File: src/rtl/hs4_req_source_if.sv
// Push port (valid/ready) and four-phase req/ack port of the request source.
interface hs4_req_source_if #(
  parameter int DATA_W = 8
);
  logic              in_valid;
  logic [DATA_W-1:0] in_data;
  logic              in_ready;
  logic              req;
  logic [DATA_W-1:0] req_data;
  logic              ack;

  // master: the request source itself; slave: producer plus acknowledger side
  modport master (
    input  in_valid,
    input  in_data,
    input  ack,
    output in_ready,
    output req,
    output req_data
  );

  modport slave (
    output in_valid,
    output in_data,
    output ack,
    input  in_ready,
    input  req,
    input  req_data
  );
endinterface

File: src/rtl/hs4_req_source.sv
// Buffers pushed words in a FIFO and offers each on a four-phase req/ack; req rises one cycle after a push into an idle, empty source; in_ready is low while full.
// HS_ACK_SYNC_EN: when defined, ack passes a two-flop synchronizer (each ack edge seen 2 cycles later).

module hs4_fifo #(
  parameter int W     = 8,
  parameter int DEPTH = 4
) (
  input  logic         clk,
  input  logic         rst_n,
  input  logic         i_push,
  input  logic [W-1:0] i_push_dat,
  input  logic         i_pop,
  output logic [W-1:0] o_head,
  output logic         o_full,
  output logic         o_empty
);
  localparam int AW = $clog2(DEPTH);

  logic [W-1:0] r_mem [DEPTH];
  logic [AW:0]  r_wptr;
  logic [AW:0]  r_rptr;
  logic         w_wr;
  logic         w_rd;

  // Pointers carry one wrap bit so full and empty are distinguishable.
  assign o_empty = (r_wptr == r_rptr);
  assign o_full  = (r_wptr[AW] != r_rptr[AW]) && (r_wptr[AW-1:0] == r_rptr[AW-1:0]);
  assign w_wr    = i_push && !o_full;
  assign w_rd    = i_pop && !o_empty;
  assign o_head  = r_mem[r_rptr[AW-1:0]];

  always_ff @(posedge clk or negedge rst_n) begin
    if (!rst_n) begin
      r_wptr <= '0;
      r_rptr <= '0;
    end else begin
      if (w_wr) r_wptr <= r_wptr + {{AW{1'b0}}, 1'b1};
      if (w_rd) r_rptr <= r_rptr + {{AW{1'b0}}, 1'b1};
    end
  end

  always_ff @(posedge clk) begin
    if (w_wr) r_mem[r_wptr[AW-1:0]] <= i_push_dat;
  end
endmodule

module hs4_req_source #(
  parameter int DATA_W     = 8,
  parameter int FIFO_DEPTH = 4,
  parameter int TIMEOUT    = 15
) (
  input  logic                clk,
  input  logic                rst_n,
  hs4_req_source_if.master    bus,
  input  logic                i_err_clr,
  output logic                o_busy,
  output logic                o_timeout_err,
  output logic [7:0]          o_xfer_cnt
);
  typedef enum logic [1:0] {
    S_IDLE   = 2'd0,
    S_REQ_HI = 2'd1,
    S_REQ_LO = 2'd2
  } state_t;

  state_t              r_state;
  state_t              w_state_nxt;
  logic                r_req;
  logic [DATA_W-1:0]   r_req_data;
  logic [7:0]          r_tcnt;
  logic [7:0]          r_xfer_cnt;
  logic                r_timeout_err;

  logic                w_ackq;
  logic                w_push;
  logic                w_pop;
  logic                w_load;
  logic                w_xfer_inc;
  logic                w_err_set;
  logic                w_full;
  logic                w_empty;
  logic [DATA_W-1:0]  w_head;
  logic [8:0]          w_tcnt_inc;
  logic                w_tout;

`ifdef HS_ACK_SYNC_EN
  logic r_ack_s1;
  logic r_ack_s2;

  always_ff @(posedge clk or negedge rst_n) begin
    if (!rst_n) begin
      r_ack_s1 <= 1'b0;
      r_ack_s2 <= 1'b0;
    end else begin
      r_ack_s1 <= bus.ack;
      r_ack_s2 <= r_ack_s1;
    end
  end

  assign w_ackq = r_ack_s2;
`else
  assign w_ackq = bus.ack;
`endif

  assign w_push = bus.in_valid && !w_full;

  hs4_fifo #(
    .W     (DATA_W),
    .DEPTH (FIFO_DEPTH)
  ) u_fifo (
    .clk        (clk),
    .rst_n      (rst_n),
    .i_push     (w_push),
    .i_push_dat (bus.in_data),
    .i_pop      (w_pop),
    .o_head     (w_head),
    .o_full     (w_full),
    .o_empty    (w_empty)
  );

  // Phase times out once this cycle would make TIMEOUT cycles spent in it.
  assign w_tcnt_inc = {1'b0, r_tcnt} + 9'd1;
  assign w_tout     = (w_tcnt_inc >= 9'(TIMEOUT));

  always_comb begin
    w_state_nxt = r_state;
    w_pop       = 1'b0;
    w_load      = 1'b0;
    w_xfer_inc  = 1'b0;
    w_err_set   = 1'b0;
    case (r_state)
      S_IDLE: begin
        if (!w_empty) begin
          w_state_nxt = S_REQ_HI;
          w_load      = 1'b1;
        end
      end
      S_REQ_HI: begin
        if (w_ackq) begin
          w_pop       = 1'b1;
          w_xfer_inc  = 1'b1;
          w_state_nxt = S_REQ_LO;
        end else if (w_tout) begin
          w_pop       = 1'b1;
          w_err_set   = 1'b1;
          w_state_nxt = S_REQ_LO;
        end
      end
      S_REQ_LO: begin
        if (!w_ackq) begin
          if (!w_empty) begin
            w_state_nxt = S_REQ_HI;
            w_load      = 1'b1;
          end else begin
            w_state_nxt = S_IDLE;
          end
        end else if (w_tout) begin
          w_err_set   = 1'b1;
          w_state_nxt = S_IDLE;
        end
      end
      default: w_state_nxt = S_IDLE;
    endcase
  end

  always_ff @(posedge clk or negedge rst_n) begin
    if (!rst_n) begin
      r_state    <= S_IDLE;
      r_req      <= 1'b0;
      r_req_data <= '0;
    end else begin
      r_state <= w_state_nxt;
      r_req   <= (w_state_nxt == S_REQ_HI);
      if (w_load) r_req_data <= w_head;
    end
  end

  always_ff @(posedge clk or negedge rst_n) begin
    if (!rst_n) begin
      r_tcnt <= '0;
    end else if (w_state_nxt != r_state) begin
      r_tcnt <= '0;
    end else if ((r_state != S_IDLE) && (w_tcnt_inc <= 9'(TIMEOUT))) begin
      r_tcnt <= w_tcnt_inc[7:0];
    end
  end

  // A timeout in the same cycle as err_clr leaves the flag set.
  always_ff @(posedge clk or negedge rst_n) begin
    if (!rst_n) begin
      r_timeout_err <= 1'b0;
      r_xfer_cnt    <= '0;
    end else begin
      if (w_err_set)      r_timeout_err <= 1'b1;
      else if (i_err_clr) r_timeout_err <= 1'b0;
      if (w_xfer_inc)     r_xfer_cnt    <= r_xfer_cnt + 8'd1;
    end
  end

  assign bus.in_ready  = !w_full;
  assign bus.req       = r_req;
  assign bus.req_data  = r_req_data;
  assign o_busy        = (r_state != S_IDLE) || !w_empty;
  assign o_timeout_err = r_timeout_err;
  assign o_xfer_cnt    = r_xfer_cnt;
endmodule

File: src/flat_wrapper.sv
// flat-port wrapper written by rule: the top's interface ports become plain ports
module hs4_req_source_flat 
#(
  parameter int DATA_W     = 8,
  parameter int FIFO_DEPTH = 4,
  parameter int TIMEOUT    = 15
)
  (clk, rst_n, i_err_clr, o_busy, o_timeout_err, o_xfer_cnt, bus_in_valid, bus_in_data, bus_ack, bus_in_ready, bus_req, bus_req_data);
  hs4_req_source_if #(.DATA_W(DATA_W)) bus_i ();
  input  logic clk;
  input  logic rst_n;
  input  logic i_err_clr;
  output logic o_busy;
  output logic o_timeout_err;
  output logic [7:0] o_xfer_cnt;
  input wire logic [$bits(bus_i.in_valid)-1:0] bus_in_valid;
  input wire logic [$bits(bus_i.in_data)-1:0] bus_in_data;
  input wire logic [$bits(bus_i.ack)-1:0] bus_ack;
  output wire logic [$bits(bus_i.in_ready)-1:0] bus_in_ready;
  output wire logic [$bits(bus_i.req)-1:0] bus_req;
  output wire logic [$bits(bus_i.req_data)-1:0] bus_req_data;
  assign bus_i.in_valid = bus_in_valid;
  assign bus_i.in_data = bus_in_data;
  assign bus_i.ack = bus_ack;
  assign bus_in_ready = bus_i.in_ready;
  assign bus_req = bus_i.req;
  assign bus_req_data = bus_i.req_data;
  hs4_req_source #(.DATA_W(DATA_W), .FIFO_DEPTH(FIFO_DEPTH), .TIMEOUT(TIMEOUT)) u_core (.clk(clk), .rst_n(rst_n), .bus(bus_i), .i_err_clr(i_err_clr), .o_busy(o_busy), .o_timeout_err(o_timeout_err), .o_xfer_cnt(o_xfer_cnt));
endmodule
File: config.mk
export PLATFORM = sky130hd
export DESIGN_NAME = hs4_req_source_flat
export DESIGN_NICKNAME = d
export VERILOG_FILES = /design/src/rtl/hs4_req_source_if.sv /design/src/rtl/hs4_req_source.sv /design/src/flat_wrapper.sv
export SDC_FILE = /design/constraint.sdc
export NUM_CORES = 1
export LEC_CHECK = 0
export ABC_AREA = 1
export CAP_MARGIN = 20
export CORE_MARGIN = 5
export CORE_UTILIZATION = 56
export CTS_CLUSTER_SIZE = 14
export DETAILED_ROUTE_END_ITERATION = 16
export HOLD_SLACK_MARGIN = 0.06
export PLACE_DENSITY = 0.79
export SLEW_MARGIN = 10
export SYNTH_ARGS = -nofsm -noshare
export SYNTH_HDL_FRONTEND = slang
export SYNTH_SLANG_ARGS = --single-unit
File: constraint.sdc
create_clock -name clk -period 2.7 [get_ports clk]
set_input_delay 0.27 -clock clk [delete_from_list [all_inputs] [get_ports clk]]
set_output_delay 0.27 -clock clk [all_outputs]
set_load 0.01 [all_outputs]
==> flow_summary_export.csv <==
group,metric,value,unit
global_routing,grtUsageMet1,20.4,%
worst_setup_path,crit_required,2.43,ns
cells_and_area,final_common_cell,"nor2_1",
timing,setup_ws,0.319,ns
global_routing,grt_pass1_vias,2009,
worst_setup_path,worst-path-buf-inv,1,
timing,hold_slack,0.348,ns
timing,rsz0062_at_grt,"no",
die,top_level_ports,33,
clocking,clockRootBuffer,"clkbuf_8",
worst_setup_path,path_delay_family,"flip-flops",
worst_hold_path,hold_class,"in2async",
detailed_routing,wl_per_cell,13.8,um
worst_setup_path,slowest_delay,0.75,ns
worst_setup_path,reg2reg_depth,12,
clocking,cts_tree,"done",
detailed_routing,routed_wl,5520,um
synth,synth_cells,282,
timing,period_share,88.2,%
global_routing,antenna_found_initial,0,
worst_setup_path,critPathSlowestCell,"dfrtp_1",
cells_and_area,drive_above_1_share,13.3,%
clocking,cts_num_sinks,66,
detailed_routing,vias,2063,
job,maxCapViolCount,0,
worst_setup_path,crit_top_cell,"nand2_1",
die,die_w,83.8,um
clocking,numCtsBuffers,9,
worst_setup_path,critPathCaptureType,"output pin",
worst_setup_path,worstSetupStartpointType,"flop",
timing,period_minus_slack,2.38,ns
detailed_routing,avgViaCountPerCell,5.16,
placed_design,postPlaceCellArea,3470,um^2
worst_setup_path,cp.depth,5,
die,die_area,7020,um^2
worst_setup_path,worstPathArrival,2.11,ns
placed_design,globalplace.congestion,0.837,
cells_and_area,fillers,396,
clocking,cts_hold_buf,0,
global_routing,met3_usage,3.46,%
timing,max_freq,420,MHz
timing,worst_slew_pin_slew,0.625,ns
synth,synth.distinct_cells,27,
timing,maxSlewViolCount,0,
timing,setup_tns,0,ns
cells_and_area,antennaDiodeCount,0,
synth,syn_avg_cell_area,10.8,um^2
placed_design,dp_slack,0.552,ns
die,initial_core_util,58.6,%
placed_design,dp_hpwl,3850,um
worst_setup_path,endpoint,"o_busy",
worst_setup_path,r2r_slack,0.52,ns
synth,synth-seq-cells,66,
clocking,max-clock-path-buffers,2,
clocking,post-cts-setup-buffers,0,
timing,clock_skew,0.00759,ns
detailed_routing,drt-initial-drc-count,66,
power,p_leak,1.53,nW
synth,syn_nets,307,
die,die_h,83.8,um
detailed_routing,drt.antenna.violating_nets,0,
global_routing,grt_use_total,16.6,%
timing,relSlewSlack,58.3,%
synth,syn_area,3050,um^2
detailed_routing,dr.pass1.iters,4,
outcome,outcome,"completed",
worst_setup_path,critPathMaxFanout,19,
worst_setup_path,reg2reg_from,"u_core.u_fifo.r_rptr[0]",
worst_setup_path,worstReg2RegEnd,"u_core.r_tcnt[3]",
detailed_routing,drc,0,
cells_and_area,layout_common_cells,"nor2_1, nand2_1, dfrtp_1",
global_routing,grt_pass1_wl,9210,um
global_routing,grt_start_max_net_pins,35,
clocking,clkLatencyLatePin,0.33,ns
worst_setup_path,worst-setup-path-type,"reg2out",
cells_and_area,fin_nets,350,
global_routing,use_met2,28.8,%
timing,setup_violations,0,
timing,hold_viol,0,
clocking,clkTransAtPathRegs,0.08,ns
die,core,5200,um^2
synth,yosysWarningCount,0,
power,ir_drop,612,uV
global_routing,busiest_layer,"met2",
die,rows,26,
global_routing,grt-ovfl-total,0,
clocking,h-tree-depth,3,
worst_setup_path,cp_cell_sequence,"xnor2_1, nand2_1, nor2_1, nand2_1, clkdlybuf4s50_1",
clocking,ctsResizeCount,0,
placed_design,io_buffers,32,
cells_and_area,final_cell_area,3680,um^2
worst_setup_path,crit_start,"u_core.u_fifo.r_rptr[0]",
power,power_density,1080,nW/um^2
synth,seq_area_frac_synth,59.4,%
cells_and_area,syn2layout_area_growth,20.6,%
-- per-stage QoR --
stage                     total power, mW  util, %  std cells
after floorplan                      2.60        -        282
after global placement               3.11     66.7        384
after detailed placement             3.17     66.7        384
after CTS                            4.00     70.6        400
after global routing                 4.24     70.6        400
final                                3.96     70.6        400
-- Yosys cell counts --
library cell,count,area share [%]
edfxtp_1,32,32
o31ai_1,1,0.25
nand3b_1,2,0.49
mux2_2,10,3.7
o32ai_1,8,2.3
xor2_1,6,1.7
inv_1,31,3.8
a21oi_1,2,0.33
buf_1,1,0.12
buf_2,2,0.33
dfrtp_1,34,28
clkbuf_1,2,0.25
nor2_4,1,0.37
ha_1,12,4.9
nand2_2,7,1.4
clkinv_1,1,0.12
nand3b_4,1,0.66
nand3_4,1,0.57
nand4_1,4,0.82
xnor2_1,9,2.6
nand2_1,40,4.9
o21bai_1,2,0.49
nor2_1,45,5.5
nand3_1,12,2.0
nand3_2,1,0.33
nor2_2,2,0.41
o21ai_0,13,2.1
-- worst min-delay path by stage --
stage	from	end	cells past startpoint
after global routing	rst_n	u_core.r_tcnt[5]	2
final	rst_n	u_core.r_tcnt[5]	2
after global placement	u_core.o_xfer_cnt[7]	u_core.o_xfer_cnt[7]	1
after floorplan	rst_n	u_core.bus.req	0
after CTS	rst_n	u_core.o_timeout_err	2
after detailed placement	u_core.o_xfer_cnt[7]	u_core.o_xfer_cnt[7]	1
-- flip-flops by register name, summed over array words and instances, names as in the netlist --
register	cells
u_core.bus.req	1
u_core.bus.req_data	8
u_core.u_fifo.r_mem	32
u_core.u_fifo.r_wptr	3
u_core.r_state	2
u_core.u_fifo.r_rptr	3
u_core.o_xfer_cnt	8
u_core.o_timeout_err	1
u_core.r_tcnt	8
-- cell type report --
class                      instances  area, um^2  share of cell area (%)
sequential                        66        1810                    49.3
multi-input combinational        179        1100                    29.8
timing repair buffer              37         358                    9.73
clock buffer                       9         124                    3.37
inverter                          32         120                    3.27
tap                               70        87.6                    2.38
clock inverter                     7        78.8                    2.14
-- where the power goes --
| part | switching (mW) | internal, mW |
|---|---|---|
| Sequential | 0.247 | 1.36 |
| Combinational | 0.811 | 0.719 |
| Clock | 0.388 | 0.432 |
| Total | 1.44 | 2.51 |
-- per-layer routing --
| metal | share of wire (%) | vias up |
|---|---|---|
| met1 | 43 | 987 |
| li1 | - | 1022 |
| met4 | 0.65 | 0 |
| met2 | 52 | 50 |
| met3 | 4.0 | 4 |
| met5 | 0 | - |
-- cells by family after synthesis --
kind of cell             Yosys count  share of synthesized area [%]
AND/OR/NAND/NOR                  116                           17.5
flip-flops                        66                           59.4
buffers and inverters             37                           4.64
AO/OA/AOI/OAI                     26                           5.50
XOR/XNOR                          15                           4.31
adder cells (fa/ha/maj)           12                           4.92
multiplexers                      10                           3.69
No activity file was read; power rests on OpenSTA's default activity.
